### config.mk
export PLATFORM = sky130hd
export DESIGN_NAME = combinational_circuit_core
export DESIGN_NICKNAME = d
export VERILOG_FILES = /design/src/rtl/combinational_circuit_core.sv
export SDC_FILE = /design/constraint.sdc
export NUM_CORES = 1
export LEC_CHECK = 0
export CAP_MARGIN = 25
export CORE_MARGIN = 1
export CORE_UTILIZATION = 39
export DETAILED_ROUTE_END_ITERATION = 8
export GPL_TIMING_DRIVEN = 0
export MAX_ROUTING_LAYER = met4
export PLACE_DENSITY = 0.83
export SETUP_SLACK_MARGIN = 0.15
export SYNTH_ARGS = -nofsm -noshare
export SYNTH_HDL_FRONTEND = slang
export SYNTH_SLANG_ARGS = --single-unit
### constraint.sdc
create_clock -name clk -period 1.3 [get_ports clk]
set_clock_uncertainty 0.15 [all_clocks]
set_input_delay 0.325 -clock clk [delete_from_list [all_inputs] [get_ports clk]]
set_output_delay 0.325 -clock clk [all_outputs]
set_load 0.02 [all_outputs]
### src/rtl/combinational_circuit_core.sv
// combinational_circuit_core
// Leaf decoder for the three-bit input code {x,y,z}. Provides the three
// decode functions combinationally for same-cycle consumers, plus a
// registered copy with a valid strobe and a sticky coverage mask of all
// codes that have been accepted since reset.
module combinational_circuit_core (
  input  logic       clk,
  input  logic       rst_n,
  input  logic       x,
  input  logic       y,
  input  logic       z,
  input  logic       g,
  input  logic       in_valid,
  output logic       f1,
  output logic       f2,
  output logic       f3,
  output logic       f1_q,
  output logic       f2_q,
  output logic       f3_q,
  output logic       out_valid,
  output logic [7:0] cov_mask,
  output logic       cov_full
);

  logic [2:0] code;
  logic       accept;
  logic [7:0] code_onehot;

  assign code   = {x, y, z};
  assign accept = in_valid & ~g;

  // Decode functions; each pair of terms is disjoint, so XOR acts as OR.
  always_comb begin
    f1 = (x & z) ^ (~x & ~y & ~z);
    f2 = (~x & y) ^ (x & ~y & ~z);
    f3 = (x & y) ^ (~x & ~y & ~z);
  end

  // One-hot of the current code, used to set the coverage bit.
  always_comb begin
    code_onehot       = 8'h00;
    code_onehot[code] = 1'b1;
  end

  // Registered copy of the decode, captured only on an accepted sample.
  always_ff @(posedge clk or negedge rst_n) begin
    if (!rst_n) begin
      f1_q <= 1'b0;
      f2_q <= 1'b0;
      f3_q <= 1'b0;
    end else if (accept) begin
      f1_q <= f1;
      f2_q <= f2;
      f3_q <= f3;
    end
  end

  // Valid strobe: high for exactly the cycle following each accept.
  always_ff @(posedge clk or negedge rst_n) begin
    if (!rst_n) begin
      out_valid <= 1'b0;
    end else begin
      out_valid <= accept;
    end
  end

  // Sticky coverage of accepted codes; cleared only by reset.
  always_ff @(posedge clk or negedge rst_n) begin
    if (!rst_n) begin
      cov_mask <= 8'h00;
    end else if (accept) begin
      cov_mask <= cov_mask | code_onehot;
    end
  end

  assign cov_full = (cov_mask == 8'hFF);

endmodule

## After elaboration in Yosys (flattened, before gate mapping)

Index checks and enable logic that the tools add are counted.

| word-level totals | value |
|---|---|
| bits in registers | 12 |
| input port bits | 7 |
| output and inout port bits | 16 |
| word-level logic and storage cells | 27 |

| operators by class | value |
|---|---|
| equal/unequal tests | 1 |
| bitwise logic cells | 16 |
| multiplexer cells | 2 |
| reduce and logical (&&, ||, !) cells | 1 |
| magnitude comparators | 2 |

Operators by type and width:

| cell | count |
|---|---|
| $and 1x1->1 | 8 |
| $eq 8x8->1 const B | 1 |
| $or 8x8->8 | 1 |
| $lt 3x4->1 const B | 1 |
| $not 1->1 | 4 |
| $demux 1 s3 | 1 |
| $ge 3x1->1 const B | 1 |
| $xor 1x1->1 | 3 |
| $logic_and 1x1->1 | 1 |
| $mux 1 | 1 |

## Logic depth before layout (Yosys ltp)

| depth | value |
|---|---|
| word-level depth | 5 |
| depth in mapped cells | 4 |
| depth with buffers taken out | 3 |

## Least setup slack after synthesis

Ideal clock, no wire load.

| timing path | value |
|---|---|
| path kind | reg-to-output |
| from | register cov_mask[7] |
| to | output cov_full |
| data required time | 0.825 ns |
| path buffers | 0 |
| stages on the path, launching flop included | 3 |
| setup slack | -0.052 ns |
| data arrival time | 0.877 ns |
| cells stage by stage | dfrtp_1 > nand4_1 > nor2_1 |

| on the way | value |
|---|---|
| longest elaborated chain between the ends | 1 |

Ends and longest elaborated chain:

| what | line | source |
|---|---|---|
| start, declared | 21 | `output logic [7:0] cov_mask,` |
| start signal, assigned | 72 | `cov_mask <= cov_mask \| code_onehot;` |
| $eq 8x8->1 | 76 | `assign cov_full = (cov_mask == 8'hFF);` |
| end, declared | 22 | `output logic cov_full` |

No other way between the ends.

## Worst setup path after layout

| timing path | value |
|---|---|
| from | register cov_mask[5] |
| to | output cov_full |

The elaborated chain is that of the path after synthesis.

==> results.ini <==
[status]
status=finished, violations left
violations=negative setup slack

[sta]
slew_violations=0
finalCritPeriodShare=1.16
period_minus_slack_ns=1.51
worst_pin_slew_ns=0.546
rsz0062_at_grt=true
fmax_mhz=664
finalSetupViolCount=11
finalHoldViolations=0
max_slew_margin=0.635
setup_ws_ns=-0.205

[worst_hold_path]
hp-class=in2reg
hold_path_startpoint=y

[layout]
diodes=0
mostFrequentLayoutCells=buf_6, buf_4, dfrtp_1, mux2_4, a21o_1
final_area_um2=986
multiInputGateArea_um2=218
finalNonFillerCells=93
fillerInstances=57
mostFrequentLayoutCell=buf_6
layout.nets=88
area_growth_pct=84.1
regArea_um2=300
drive_above_1_share=0.646

[synthesis]
synth_top_area_share=0.561
synth_area_um2=536
synth_nets=47
synth_fa_ha_area_frac=0
synth_mux_area_frac=0.0981
synth.area.top_cells=dfrtp_1, buf_6, a21o_1, mux2_4, a31o_2
yosys.area_share.simple=0.117
synthXorXnorAreaFrac=0
avgSynthCellArea_um2=13.4
synth_top_family_by_area=compound AO/OA/AOI/OAI gates
ys_ff_latch=12
yosys.area.top_type=dfrtp_1
yosys.cell_types.count=18
yosys_warnings=0
syn_inst=40
synth-compound-area-share=0.152
yosysSeqAreaShare=0.561

[routing]
vias=507
drc=0
met1_length_um=579
ant_nets=0
route.met3.wl_um=78
first_iter_violations=14
wirelength_mm=1.38
drtPass1Iterations=4
viasPerCell=5.45
wl_per_cell_um=14.9
topRoutingLayerUsed=met4
dr_wl_met2_um=713

[setup_path]
critPathArrivalTime_ns=1.03
max_stage_delay_ns=0.37
cp_max_fo=2
cp_slowest_cell=dfrtp_1
critPathBufInv=1
critPathKind=reg2out
crit_family=flip-flops
rr_startpoint=cov_mask[0]
crit_chain=nand4_1 -> nor2_2 -> buf_6
endpoint_kind=primary output
cp-start-kind=flop
crit_path_start=cov_mask[5]
crit_required_ns=0.82

[pwr]
ir_drop_uv=902
p_leak_uw=0.000475
power_density_nw_per_um2=1290

[global_route]
grt_max_degree=13
grt-ovfl-total=0
antenna_found_initial=0
grt_pass1_vias=449
grt_usage=0.203
grt_pass1_wl_mm=1.97

[clock_tree]
cts_buffers=3
cts_tree=yes
cts_sinks=12
cts-root-buf=clkbuf_4
htreeDepth=1
clk_latency_ns=0.26
clk_pin_slew_ns=0.07
ctsHoldBuffers=0
cts_buffer_depth=2

[placed_design]
hpwl_um=774
routabilityCongestion=0.768
dpl.cell_count=73
portBuffers=19
pre_cts_ws_ns=-0.541
post_dp_cell_area_um2=777

[floorplan]
pin_count=23
die_area_um2=1530
dieWidth_um=39.1
dieHeight_um=39.1
start_util=0.451
fp-row-count=12
core_um2=1190

[run]
cap_violations=0

-- per-stage QoR --
step / util / hold WS [ns] / total power, µW / setup TNS (ns)
after global placement: 0.655 / 0.314 / 880 / -6.33
after floorplan: - / -0.121 / 699 / -0.00356
after global routing: 0.831 / 0.129 / 1340 / -1.27
after CTS: 0.787 / 0.108 / 1210 / -0.790
after detailed placement: 0.655 / 0.332 / 886 / -6.66
final: 0.831 / 0.114 / 1280 / -0.931
-- synth_stat cells, drive strengths merged --
cell type and number:
dfrtp 12, a21o 4, buf 4, mux2 4, a31o 3, nand4 2, nor2 2, o21bai 2
a41o 1, and2b 1, nand2 1, nand3 1, nor2b 1, nor3 1, nor3b 1
-- report_power, final --
| group | internal [µW] | switching [µW] | total [µW] |
|---|---|---|---|
| Sequential | 434 | 44.5 | 479 |
| Clock | 107 | 111 | 217 |
| Combinational | 344 | 236 | 580 |
| Total | 885 | 391 | 1280 |
-- timing repair --
action	CTS	global route
setup endpoints to repair	27	19
pin swaps	4	1
resized for setup	103	7
gates cloned	0	0
setup buffers	13	4
-- logic make-up (layout without fill, tap and decap cells) --
family,after synthesis,after routing
flip-flops,12,12
multiplexers,4,4
AND/OR/NAND/NOR,10,10
buffers and inverters,4,43
AO/OA/AOI/OAI,10,10
-- metal layers --
metal / up-vias / track usage
met1: 250 / 0.260
li1: 226 / -
met5: - / -
met2: 27 / 0.304
met4: 0 / 0.103
met3: 4 / 0.0405
-- registers in the layout (all words and copies together) (netlist names) --
| name | cells |
|---|---|
| cov_mask | 8 |
| f1_q | 1 |
| f2_q | 1 |
| f3_q | 1 |
| out_valid | 1 |
-- path summary, 6_finish.rpt --
check                      depth (start not counted)           to  slack, ns
setup reg to reg                                   4  cov_mask[0]       0.14
max in group asynchronous                          1  cov_mask[3]       0.37
setup / recovery                                   3     cov_full      -0.21
hold / removal                                     2  cov_mask[5]       0.11
hold reg to reg                                    1  cov_mask[1]       0.37
min in group asynchronous                          1         f3_q       0.26
-- area by class of cell --
type | count | area share
buffer | 4 | 0.0685
tap | 14 | 0.0178
clock buffer | 3 | 0.0228
multi-input combinational | 24 | 0.221
sequential | 12 | 0.305
timing repair buffer | 36 | 0.365
No activity file was read; power rests on OpenSTA's default activity.
